===== src/rtl/rv64_csr_pkg.sv =====
// Shared constants for the machine-mode CSR file and trap sequencer:
// CSR addresses, op encodings, field indices, WARL masks and interrupt causes.
package rv64_csr_pkg;

    localparam logic [11:0] CSR_MSTATUS       = 12'h300;
    localparam logic [11:0] CSR_MISA          = 12'h301;
    localparam logic [11:0] CSR_MIE           = 12'h304;
    localparam logic [11:0] CSR_MTVEC         = 12'h305;
    localparam logic [11:0] CSR_MCOUNTINHIBIT = 12'h320;
    localparam logic [11:0] CSR_MSCRATCH      = 12'h340;
    localparam logic [11:0] CSR_MEPC          = 12'h341;
    localparam logic [11:0] CSR_MCAUSE        = 12'h342;
    localparam logic [11:0] CSR_MTVAL         = 12'h343;
    localparam logic [11:0] CSR_MIP           = 12'h344;
    localparam logic [11:0] CSR_MCYCLE        = 12'hB00;
    localparam logic [11:0] CSR_MINSTRET      = 12'hB02;
    localparam logic [11:0] CSR_MHPMCOUNTER3  = 12'hB03;
    localparam logic [11:0] CSR_MHARTID       = 12'hF14;

    typedef enum logic [1:0] {
        CSR_OP_NONE  = 2'b00,
        CSR_OP_WRITE = 2'b01,
        CSR_OP_SET   = 2'b10,
        CSR_OP_CLEAR = 2'b11
    } csr_op_e;

    localparam int MSTATUS_MIE  = 3;
    localparam int MSTATUS_MPIE = 7;
    localparam int MIP_MSIP     = 3;
    localparam int MIP_MTIP     = 7;
    localparam int MIP_MEIP     = 11;

    localparam logic [63:0] MSTATUS_WMASK = 64'h0000_0000_0000_1888;
    localparam logic [63:0] MSTATUS_MPP   = 64'h0000_0000_0000_1800;
    localparam logic [63:0] MIE_WMASK     = 64'h0000_0000_0000_0888;
    // RV64 (MXL=2) with I, M and A extensions.
    localparam logic [63:0] MISA_VALUE    = 64'h8000_0000_0000_1101;

    localparam logic [63:0] IRQ_CAUSE_MSI = 64'h8000_0000_0000_0003;
    localparam logic [63:0] IRQ_CAUSE_MTI = 64'h8000_0000_0000_0007;
    localparam logic [63:0] IRQ_CAUSE_MEI = 64'h8000_0000_0000_000b;

    // Inhibit bits exist for mcycle (0), minstret (2) and each implemented hpm counter.
    function automatic logic [63:0] inhibit_wmask(input int num_hpm);
        logic [63:0] m;
        m = 64'h5;
        for (int k = 0; k < num_hpm; k++) begin
            m[3+k] = 1'b1;
        end
        return m;
    endfunction

endpackage


===== src/rtl/rv64_csr_trap_unit_if.sv =====
// CSR access and trap/mret bus between the execute/commit stage (master)
// and the CSR trap unit (slave).
interface rv64_csr_trap_unit_if #(
    parameter int XLEN = 64
);
    logic [11:0]     csr_addr_i;
    logic [1:0]      csr_op_i;
    logic [XLEN-1:0] csr_wdata_i;
    logic [XLEN-1:0] csr_rdata_o;
    logic            csr_illegal_o;
    logic            trap_valid_i;
    logic [XLEN-1:0] trap_cause_i;
    logic [XLEN-1:0] trap_epc_i;
    logic [XLEN-1:0] trap_tval_i;
    logic            mret_i;
    logic [XLEN-1:0] trap_vector_o;
    logic [XLEN-1:0] mepc_o;

    modport master (
        output csr_addr_i, csr_op_i, csr_wdata_i,
        output trap_valid_i, trap_cause_i, trap_epc_i, trap_tval_i, mret_i,
        input  csr_rdata_o, csr_illegal_o, trap_vector_o, mepc_o
    );

    modport slave (
        input  csr_addr_i, csr_op_i, csr_wdata_i,
        input  trap_valid_i, trap_cause_i, trap_epc_i, trap_tval_i, mret_i,
        output csr_rdata_o, csr_illegal_o, trap_vector_o, mepc_o
    );
endinterface


===== src/rtl/rv64_csr_counter.sv =====
// Free-running performance counter; a CSR write takes precedence over the increment.
module rv64_csr_counter #(
    parameter int WIDTH = 64
) (
    input  logic             clk,
    input  logic             rst,
    input  logic             wen,
    input  logic [WIDTH-1:0] wdata,
    input  logic             inc,
    input  logic             inhibit,
    output logic [WIDTH-1:0] value
);
    logic [WIDTH-1:0] count_reg;

    always_ff @(posedge clk or posedge rst) begin
        if (rst) begin
            count_reg <= '0;
        end else if (wen) begin
            count_reg <= wdata;
        end else if (inc && !inhibit) begin
            count_reg <= count_reg + WIDTH'(1);
        end
    end

    assign value = count_reg;
endmodule


===== src/rtl/rv64_csr_trap_unit.sv =====
// Machine-mode CSR file with atomic read-modify-write ops, trap entry / mret
// sequencing, interrupt pending logic and inhibitable performance counters.
module rv64_csr_trap_unit
    import rv64_csr_pkg::*;
#(
    parameter int          XLEN          = 64,
    parameter int          NUM_HPM       = 2,
    parameter logic [63:0] MSTATUS_RESET = 64'h0000_000a_0000_1800,
    parameter bit          VECTORED_EN   = 1'b1,
    localparam int         HPM_W         = (NUM_HPM > 0) ? NUM_HPM : 1
) (
    input  logic                 clk,
    input  logic                 rst,
    rv64_csr_trap_unit_if.slave  bus,
    input  logic                 retire_i,
    input  logic [HPM_W-1:0]     hpm_event_i,
    input  logic                 irq_msip_i,
    input  logic                 irq_mtip_i,
    input  logic                 irq_meip_i,
    output logic                 irq_pending_o,
    output logic [XLEN-1:0]      irq_cause_o
);
    localparam logic [63:0] INHIBIT_WMASK = inhibit_wmask(NUM_HPM);

    logic [63:0] mstatus_reg, mstatus_next;
    logic [63:0] mie_reg, mie_next;
    logic [63:0] mip_reg, mip_next;
    logic [63:0] mtvec_reg, mtvec_next;
    logic [63:0] mscratch_reg, mscratch_next;
    logic [63:0] mepc_reg, mepc_next;
    logic [63:0] mcause_reg, mcause_next;
    logic [63:0] mtval_reg, mtval_next;
    logic [63:0] mcountinhibit_reg, mcountinhibit_next;

    logic [63:0] mcycle_value, minstret_value;
    logic [63:0] hpm_value [HPM_W];

    csr_op_e     op;
    logic [63:0] old_value, new_value;
    logic        addr_valid, read_only, do_write, illegal, wr_ok;

    assign op = csr_op_e'(bus.csr_op_i);

    // Read mux; counters report their value before this cycle's increment.
    always_comb begin
        old_value  = '0;
        addr_valid = 1'b1;
        case (bus.csr_addr_i)
            CSR_MSTATUS:       old_value = mstatus_reg | MSTATUS_MPP;
            CSR_MISA:          old_value = MISA_VALUE;
            CSR_MHARTID:       old_value = '0;
            CSR_MIE:           old_value = mie_reg;
            CSR_MIP:           old_value = mip_reg;
            CSR_MTVEC:         old_value = mtvec_reg;
            CSR_MSCRATCH:      old_value = mscratch_reg;
            CSR_MEPC:          old_value = mepc_reg;
            CSR_MCAUSE:        old_value = mcause_reg;
            CSR_MTVAL:         old_value = mtval_reg;
            CSR_MCOUNTINHIBIT: old_value = mcountinhibit_reg;
            CSR_MCYCLE:        old_value = mcycle_value;
            CSR_MINSTRET:      old_value = minstret_value;
            default: begin
                addr_valid = 1'b0;
                for (int k = 0; k < NUM_HPM; k++) begin
                    if (bus.csr_addr_i == CSR_MHPMCOUNTER3 + 12'(k)) begin
                        addr_valid = 1'b1;
                        old_value  = hpm_value[k];
                    end
                end
            end
        endcase
    end

    always_comb begin
        new_value = old_value;
        case (op)
            CSR_OP_WRITE: new_value = bus.csr_wdata_i;
            CSR_OP_SET:   new_value = old_value | bus.csr_wdata_i;
            CSR_OP_CLEAR: new_value = old_value & ~bus.csr_wdata_i;
            default:      new_value = old_value;
        endcase
    end

    // Set/clear with a zero mask is a pure read, so it is legal even on read-only CSRs.
    assign do_write  = (op == CSR_OP_WRITE) ||
                       ((op == CSR_OP_SET || op == CSR_OP_CLEAR) && (bus.csr_wdata_i != '0));
    assign read_only = (bus.csr_addr_i == CSR_MISA) || (bus.csr_addr_i == CSR_MHARTID);
    assign illegal   = !addr_valid || (do_write && read_only);
    assign wr_ok     = do_write && !illegal;

    // Later assignments override earlier ones: CSR op < mret < trap.
    always_comb begin
        mstatus_next       = mstatus_reg;
        mie_next           = mie_reg;
        mtvec_next         = mtvec_reg;
        mscratch_next      = mscratch_reg;
        mepc_next          = mepc_reg;
        mcause_next        = mcause_reg;
        mtval_next         = mtval_reg;
        mcountinhibit_next = mcountinhibit_reg;
        if (wr_ok) begin
            case (bus.csr_addr_i)
                CSR_MSTATUS:  mstatus_next  = (mstatus_reg & ~MSTATUS_WMASK) | (new_value & MSTATUS_WMASK);
                CSR_MIE:      mie_next      = new_value & MIE_WMASK;
                CSR_MTVEC:    mtvec_next    = {new_value[63:2], 1'b0,
                                               (VECTORED_EN && (new_value[1:0] == 2'b01))};
                CSR_MSCRATCH: mscratch_next = new_value;
                CSR_MEPC:     mepc_next     = new_value & ~64'h3;
                CSR_MCAUSE:   mcause_next   = new_value;
                CSR_MTVAL:    mtval_next    = new_value;
                CSR_MCOUNTINHIBIT: mcountinhibit_next = new_value & INHIBIT_WMASK;
                default: ;
            endcase
        end
        if (bus.mret_i) begin
            mstatus_next[MSTATUS_MIE]  = mstatus_reg[MSTATUS_MPIE];
            mstatus_next[MSTATUS_MPIE] = 1'b1;
        end
        if (bus.trap_valid_i) begin
            mstatus_next[MSTATUS_MPIE] = mstatus_reg[MSTATUS_MIE];
            mstatus_next[MSTATUS_MIE]  = 1'b0;
            mepc_next                  = bus.trap_epc_i & ~64'h3;
            mcause_next                = bus.trap_cause_i;
            mtval_next                 = bus.trap_tval_i;
        end
        mstatus_next = mstatus_next | MSTATUS_MPP;
    end

    always_comb begin
        mip_next           = '0;
        mip_next[MIP_MSIP] = irq_msip_i;
        mip_next[MIP_MTIP] = irq_mtip_i;
        mip_next[MIP_MEIP] = irq_meip_i;
    end

    always_ff @(posedge clk or posedge rst) begin
        if (rst) begin
            mstatus_reg       <= MSTATUS_RESET;
            mie_reg           <= '0;
            mip_reg           <= '0;
            mtvec_reg         <= '0;
            mscratch_reg      <= '0;
            mepc_reg          <= '0;
            mcause_reg        <= '0;
            mtval_reg         <= '0;
            mcountinhibit_reg <= '0;
        end else begin
            mstatus_reg       <= mstatus_next;
            mie_reg           <= mie_next;
            mip_reg           <= mip_next;
            mtvec_reg         <= mtvec_next;
            mscratch_reg      <= mscratch_next;
            mepc_reg          <= mepc_next;
            mcause_reg        <= mcause_next;
            mtval_reg         <= mtval_next;
            mcountinhibit_reg <= mcountinhibit_next;
        end
    end

    rv64_csr_counter #(.WIDTH(64)) u_mcycle (
        .clk     (clk),
        .rst     (rst),
        .wen     (wr_ok && (bus.csr_addr_i == CSR_MCYCLE)),
        .wdata   (new_value),
        .inc     (1'b1),
        .inhibit (mcountinhibit_reg[0]),
        .value   (mcycle_value)
    );

    rv64_csr_counter #(.WIDTH(64)) u_minstret (
        .clk     (clk),
        .rst     (rst),
        .wen     (wr_ok && (bus.csr_addr_i == CSR_MINSTRET)),
        .wdata   (new_value),
        .inc     (retire_i),
        .inhibit (mcountinhibit_reg[2]),
        .value   (minstret_value)
    );

    generate
        for (genvar gi = 0; gi < NUM_HPM; gi++) begin : g_hpm
            rv64_csr_counter #(.WIDTH(64)) u_hpm (
                .clk     (clk),
                .rst     (rst),
                .wen     (wr_ok && (bus.csr_addr_i == CSR_MHPMCOUNTER3 + 12'(gi))),
                .wdata   (new_value),
                .inc     (hpm_event_i[gi]),
                .inhibit (mcountinhibit_reg[3+gi]),
                .value   (hpm_value[gi])
            );
        end
    endgenerate

    // Vectored mode only applies to asynchronous (interrupt) causes.
    logic [63:0] tvec_base;
    assign tvec_base = {mtvec_reg[63:2], 2'b00};
    assign bus.trap_vector_o = (mtvec_reg[1:0] == 2'b01 && bus.trap_cause_i[63])
                             ? tvec_base + {56'd0, bus.trap_cause_i[5:0], 2'b00}
                             : tvec_base;

    assign bus.csr_rdata_o   = old_value;
    assign bus.csr_illegal_o = illegal;
    assign bus.mepc_o        = mepc_reg;

    logic [63:0] irq_active;
    assign irq_active    = mie_reg & mip_reg;
    assign irq_pending_o = mstatus_reg[MSTATUS_MIE] && (|irq_active);

    always_comb begin
        irq_cause_o = '0;
        if (irq_pending_o) begin
            if (irq_active[MIP_MEIP])      irq_cause_o = IRQ_CAUSE_MEI;
            else if (irq_active[MIP_MSIP]) irq_cause_o = IRQ_CAUSE_MSI;
            else if (irq_active[MIP_MTIP]) irq_cause_o = IRQ_CAUSE_MTI;
        end
    end
endmodule


===== src/flat_wrapper.sv =====
// flat-port wrapper written by rule: the top's interface ports become plain ports
module rv64_csr_trap_unit_flat import rv64_csr_pkg::*;
#(
    parameter int          XLEN          = 64,
    parameter int          NUM_HPM       = 2,
    parameter logic [63:0] MSTATUS_RESET = 64'h0000_000a_0000_1800,
    parameter bit          VECTORED_EN   = 1'b1,
    localparam int         HPM_W         = (NUM_HPM > 0) ? NUM_HPM : 1
)
  (clk, rst, retire_i, hpm_event_i, irq_msip_i, irq_mtip_i, irq_meip_i, irq_pending_o, irq_cause_o, bus_csr_addr_i, bus_csr_op_i, bus_csr_wdata_i, bus_trap_valid_i, bus_trap_cause_i, bus_trap_epc_i, bus_trap_tval_i, bus_mret_i, bus_csr_rdata_o, bus_csr_illegal_o, bus_trap_vector_o, bus_mepc_o);
  rv64_csr_trap_unit_if #(.XLEN(XLEN)) bus_i ();
  input  logic clk;
  input  logic rst;
  input  logic retire_i;
  input  logic [HPM_W-1:0] hpm_event_i;
  input  logic irq_msip_i;
  input  logic irq_mtip_i;
  input  logic irq_meip_i;
  output logic irq_pending_o;
  output logic [XLEN-1:0] irq_cause_o;
  input wire logic [$bits(bus_i.csr_addr_i)-1:0] bus_csr_addr_i;
  input wire logic [$bits(bus_i.csr_op_i)-1:0] bus_csr_op_i;
  input wire logic [$bits(bus_i.csr_wdata_i)-1:0] bus_csr_wdata_i;
  input wire logic [$bits(bus_i.trap_valid_i)-1:0] bus_trap_valid_i;
  input wire logic [$bits(bus_i.trap_cause_i)-1:0] bus_trap_cause_i;
  input wire logic [$bits(bus_i.trap_epc_i)-1:0] bus_trap_epc_i;
  input wire logic [$bits(bus_i.trap_tval_i)-1:0] bus_trap_tval_i;
  input wire logic [$bits(bus_i.mret_i)-1:0] bus_mret_i;
  output wire logic [$bits(bus_i.csr_rdata_o)-1:0] bus_csr_rdata_o;
  output wire logic [$bits(bus_i.csr_illegal_o)-1:0] bus_csr_illegal_o;
  output wire logic [$bits(bus_i.trap_vector_o)-1:0] bus_trap_vector_o;
  output wire logic [$bits(bus_i.mepc_o)-1:0] bus_mepc_o;
  assign bus_i.csr_addr_i = bus_csr_addr_i;
  assign bus_i.csr_op_i = bus_csr_op_i;
  assign bus_i.csr_wdata_i = bus_csr_wdata_i;
  assign bus_i.trap_valid_i = bus_trap_valid_i;
  assign bus_i.trap_cause_i = bus_trap_cause_i;
  assign bus_i.trap_epc_i = bus_trap_epc_i;
  assign bus_i.trap_tval_i = bus_trap_tval_i;
  assign bus_i.mret_i = bus_mret_i;
  assign bus_csr_rdata_o = bus_i.csr_rdata_o;
  assign bus_csr_illegal_o = bus_i.csr_illegal_o;
  assign bus_trap_vector_o = bus_i.trap_vector_o;
  assign bus_mepc_o = bus_i.mepc_o;
  rv64_csr_trap_unit #(.XLEN(XLEN), .NUM_HPM(NUM_HPM), .MSTATUS_RESET(MSTATUS_RESET), .VECTORED_EN(VECTORED_EN)) u_core (.clk(clk), .rst(rst), .bus(bus_i), .retire_i(retire_i), .hpm_event_i(hpm_event_i), .irq_msip_i(irq_msip_i), .irq_mtip_i(irq_mtip_i), .irq_meip_i(irq_meip_i), .irq_pending_o(irq_pending_o), .irq_cause_o(irq_cause_o));
endmodule

===== config.mk =====
export PLATFORM = sky130hd
export DESIGN_NAME = rv64_csr_trap_unit_flat
export DESIGN_NICKNAME = d
export VERILOG_FILES = /design/src/rtl/rv64_csr_pkg.sv /design/src/rtl/rv64_csr_trap_unit_if.sv /design/src/rtl/rv64_csr_counter.sv /design/src/rtl/rv64_csr_trap_unit.sv /design/src/flat_wrapper.sv
export SDC_FILE = /design/constraint.sdc
export NUM_CORES = 2
export LEC_CHECK = 0
export ABC_CLOCK_PERIOD_IN_PS = 17380
export BUFFER_PORTS_ARGS = -buffer_cell sky130_fd_sc_hd__buf_2
export CORE_MARGIN = 3
export CORE_UTILIZATION = 38
export CTS_CLUSTER_DIAMETER = 120
export DETAILED_ROUTE_END_ITERATION = 10
export GPL_TIMING_DRIVEN = 0
export MAX_ROUTING_LAYER = met4
export PLACE_DENSITY = 0.54
export SETUP_SLACK_MARGIN = 0.05
export SLEW_MARGIN = 10
export SYNTH_ARGS = -nofsm -noshare
export SYNTH_HDL_FRONTEND = slang
export SYNTH_HIERARCHICAL = 1
export SYNTH_SLANG_ARGS = --single-unit

===== constraint.sdc =====
create_clock -name clk -period 17.38 [get_ports clk]
set_input_delay 4.345 -clock clk [delete_from_list [all_inputs] [get_ports clk]]
set_output_delay 4.345 -clock clk [all_outputs]
set_load 0.005 [all_outputs]

== Word-level counts from Yosys, hierarchy flattened ==
Index checks and enable logic that the tools add are counted.
Storage, ports and cells
  logic and storage cells: 121
  ROM bits: 0
  latch bits: 0
  bits in registers: 647
  memory bits (writable): 0
  output and inout port bits: 258
  memories kept: 0
Operators by class
  eq/ne operators: 20
  $mul: 0
  reductions and logical operators: 42
  order comparisons: 0
  divide/modulo/power cells: 0
  shift-type cells: 0
  bitwise operators: 5
  multiplexer cells: 35
  add/sub/neg operators: 5
Operators with widths (number)
  64-bit two-way mux: 24
  64-bit one-hot mux with 13 select lines: 1
  64-bit by 1-bit adder with 64-bit output, second input constant: 4
  64-bit one-hot mux with 3 select lines: 1
  12-bit by 10-bit == test with 1-bit output, second input constant: 10
  64-bit by 8-bit adder with 64-bit output: 1
  64-bit bitwise AND: 1
  64-bit NOT: 1
  64-bit by 13-bit OR with 64-bit output: 1
  64-bit OR: 1
  64-bit nonzero test: 1
  64-bit OR reduction: 1
  12-bit == test, second input constant: 5
  2-bit AND reduction: 9
  8-bit two-way mux: 2
  2-bit nonzero test: 7
  13-bit OR reduction: 1
  12-bit bitwise AND: 1
  1-bit logical AND: 12
  1-bit two-way mux: 7
  3-bit nonzero test: 2
  1-bit zero test: 5
  2-bit by 1-bit == test with 1-bit output, second input constant: 2
  2-bit == test, second input constant: 2
  other kinds (2): 5

== Depth between registers and ports, before layout ==
  depth after elaboration: 11
  depth in mapped cells: 13
  depth with buffers taken out: 10

== Cells and area by module ==
The synthesis kept the hierarchy.
Modules (own cells, without submodules)
  rv64_csr_trap_unit: area an instance 21673.3 um^2, cells an instance 2403, sequential area each 8232.9 um^2, times used 1
  rv64_csr_counter (u_core.g_hpm[0].u_hpm ...): area an instance 3708.6 um^2, cells an instance 432, sequential area each 1601.5 um^2, times used 3
  rv64_csr_counter (u_core.u_mcycle): area an instance 3762.4 um^2, cells an instance 437, sequential area each 1601.5 um^2, times used 1

== Worst setup path after synthesis ==
Ideal clock, no wire load.
  path type: input-to-output
  start: input bus_trap_cause_i[1]
  end: output bus_trap_vector_o[25]
  required time: 13.035 ns
  stages: 9
  arrival time: 6.257 ns
  slack: 6.778 ns
  cell sequence: ha_1 a21o_1 a21o_1 a21oi_1 o21bai_1 a21oi_1 clkbuf_1 nand4b_1 xnor2_1
On the way
  cells in the longest elaborated chain, start to end: 2
Ends and longest elaborated chain
  start: declaration: line flat_wrapper.sv:25  | input wire logic [$bits(bus_i.trap_cause_i)-1:0] bus_trap_cause_i;
  64-bit by 8-bit adder with 64-bit output: line rv64_csr_trap_unit.sv:198  | ? tvec_base + {56'd0, bus.trap_cause_i[5:0], 2'b00}
  64-bit two-way mux: line rv64_csr_trap_unit.sv:198
  end: declaration: line flat_wrapper.sv:31  | output wire logic [$bits(bus_i.trap_vector_o)-1:0] bus_trap_vector_o;
Every way passes these cells.

== Worst setup path in the final report ==
  start: input bus_csr_addr_i[1]
  end: output bus_csr_rdata_o[24]
On the way
  cells in the longest elaborated chain, start to end: 4
  elaborated cells on any way between the ends: 18
  classes of those cells: eq/ne: 15; mux: 3
Ends and longest elaborated chain
  start: declaration: line flat_wrapper.sv:21  | input wire logic [$bits(bus_i.csr_addr_i)-1:0] bus_csr_addr_i;
  12-bit == test: line rv64_csr_trap_unit.sv:65  | if (bus.csr_addr_i == CSR_MHPMCOUNTER3 + 12'(k)) begin
  64-bit two-way mux (2 in a row): line rv64_csr_trap_unit.sv:65
  64-bit one-hot mux with 13 select lines *: line rv64_csr_trap_unit.sv:48  | case (bus.csr_addr_i)
  end: declaration: line flat_wrapper.sv:29  | output wire logic [$bits(bus_i.csr_rdata_o)-1:0] bus_csr_rdata_o;
Every way passes the cells marked *; elsewhere a longest branch is shown, timed or not.

==> results.ini <==
[route]
vias_per_cell = 6.39
num_vias = 39000
routedWlPerCell_um = 33.7
finalWirelength_mm = 206
antenna_left = 0
drt_iter0_markers = 5938
first_pass_iters = 8
drcViolationCount = 0

[place]
portBuffers = 470
dp.cells = 5951
dp_hpwl_mm = 164
gp_congestion = 1.05
placed_area_um2 = 41100

[layout]
drive_above_1_share_pct = 18.6
final_cell_area_um2 = 43600
largest_reg_flops = 128
fillCellCount = 9578
nNetsFinal = 5054
syn2layout_area_growth_pct = 19.3
post_layout_nonfiller_instances = 6104
utilization_pct = 45.8

[grt]
grt_pass1_wl_mm = 283
grt_antenna_before_repair = 29
overflow = 0
grt_max_degree = 105
grt_pass1_vias = 35900
grt_usage_pct = 41.2

[critical_path]
required_ps = 13030
worst-r2r-setup-slack_ps = 13150
path_common_cell = buf_2
path_cells = buf_2, buf_2, nor3_1, nor4b_4, buf_4, buf_4, a221oi_1, mux2i_1, buf_2
startpoint_type = input pin
crit_path_max_incr_delay_ps = 1030
cp-end-kind = output port
cp_slowest_cell = nor3_1
crit_path_max_fanout = 10
path_class = in2out
critPathArrivalTime_ps = 8600

[clock_network]
cts_sinks = 585
cts_resized = 0
worstSkewPairLatency_ps = 680
clockBufferDepth = 3
clk_pin_slew_ps = 60
cts_setup_buffers = 0
ctsHtreeMaxLevel = 3
cts_made_buffers = 75
cts_root_buf = clkbuf_16
cts_tree = done
cts_hold_buf = 0

[synth]
yosys.area.top_type = dfrtp_1
synthCells = 4136
synth-warning-count = 6
synth_top_area_share_pct = 40.0
synthMostInstantiatedCell = nand2_1
syn_area_um2 = 36600
synth-edff-count = 0
synth.distinct_cells = 102
synth.yosys.seq_area_share_pct = 40.0
ys_seq_elements = 585
async_flop_share_pct = 100
synth_common_cells = nand2_1 (642), dfrtp_1 (585), o21ai_0 (427)
avgSynthCellArea_um2 = 8.84
ys.flop_type = dfrtp_1
synth_area_leaders = dfrtp_1 (40%), nand2_1 (6.6%), o21ai_0 (5.8%)

[floorplanning]
ios = 538
die_area_um2 = 100000
die_h_um = 316
num_rows = 113
core_area_um2 = 95200
start_util_pct = 38.4
die_x_um = 316

[pwr]
peakVddDrop_v = 0.0000629
intPower_mw = 2.53
power_frac_comb_pct = 13.5
powerDensity_nw_per_um2 = 83.7
p_sw_share_pct = 30.7
clock_power_share_pct = 44.1
power_switching_mw = 1.12
p_seq_share_pct = 42.4
p_total_mw = 3.65
p_leak_nw = 18.7

[flow_run]
cap_violations = 0

[sta]
fmaxAchievable_mhz = 77.3
period_needed_ps = 12940
hold_viol_final = 0
period_share_pct = 74.5
finalMaxSlewViolations = 0
setup-violations-final = 0
hold_slack_ps = 481
worst_pin_slew_ps = 1310
skew_ps = 44.1
slew_headroom_pct = 11.9
rsz0062_at_grt = false

[run_status]
status = complete, no violations

[worst_hold_path]
worstHoldPathType = reg2reg

## per-layer routing
layer / vias to the layer above / GRT usage (%) / wire length [um] / part of all wire, %
met5: - / - / 0 / 0
met1: 19400 / 54.9 / 82000 / 40
met3: 469 / 7.98 / 22400 / 11
met2: 2721 / 61.0 / 90300 / 44
li1: 16500 / - / - / -
met4: 0 / 18.4 / 11000 / 5.4
## per-stage QoR
step | setup WS [ps] | TNS [ps]
floorplan | 3920 | 0
global placement | -801 | -238840
detailed placement | 4690 | 0
CTS | 4640 | 0
global route | 4510 | 0
finish | 4440 | 0
## worst max-delay path: cells and delay by family
kind / cells / cell delay [ps]
simple gates: 2 / 1850
mux: 1 / 980
buf+inv: 5 / 1240
compound gates: 1 / 160
## worst paths after layout
| check | startpoint | endpoint | cells after the start |
|---|---|---|---|
| max | bus_csr_addr_i[1] | bus_csr_rdata_o[24] | 9 |
| min | u_core/mscratch_reg[47] | u_core/mscratch_reg[47] | 2 |
| max reg2reg | u_core/mcause_reg[34] | u_core/u_mcycle/value[34] | 8 |
| min reg2reg | u_core/mscratch_reg[47] | u_core/mscratch_reg[47] | 2 |
| max in group asynchronous | rst | u_core/mtvec_reg[50] | 4 |
| min in group asynchronous | rst | u_core/g_hpm[1].u_hpm/value[2] | 2 |
## power groups by stage
stage          Combinational [mW]  Sequential [mW]  Clock (mW)
2_1_floorplan               0.258             1.52           0
3_3_place_gp                0.462             1.57           0
5_1_grt                     0.521             1.56        1.67
6_report                    0.494             1.55        1.61
4_1_cts                     0.478             1.54        1.62
3_5_place_dp                0.476             1.57           0
## cells by family after synthesis
logic type	Yosys count	share of synthesized area [%]
AO/OA/AOI/OAI	1124	20.4
XOR/XNOR	242	5.80
adder cells (fa/ha/maj)	11	0.397
buffers and inverters	470	5.92
flip-flops	585	40.0
multiplexers	144	5.52
other	2	0.0205
AND/OR/NAND/NOR	1558	21.9
## cell type report
| cell class | instances | area [um^2] | share of cell area [%] |
|---|---|---|---|
| inverters | 123 | 479 | 1.10 |
| clock inverters | 22 | 333 | 0.763 |
| flip-flops and latches | 585 | 14600 | 33.6 |
| plain buffers | 347 | 1700 | 3.90 |
| well taps | 1265 | 1580 | 3.63 |
| clock buffers | 110 | 2140 | 4.90 |
| diodes | 21 | 52.6 | 0.120 |
| repair buffers | 486 | 2630 | 6.03 |
| multi-input cells | 3145 | 20100 | 46.0 |
## layout by cell type (no fill, tap or decap), drive strengths merged, types with 113 or more instances in the layout
cell type	count
a22oi	186
buf	643
clkbuf	300
dfrtp	585
inv	123
nand2	643
nand3	168
nand4	129
nor2	164
o21ai	475
xnor2	113
xor2	129
(Power assumes the default switching activity.)
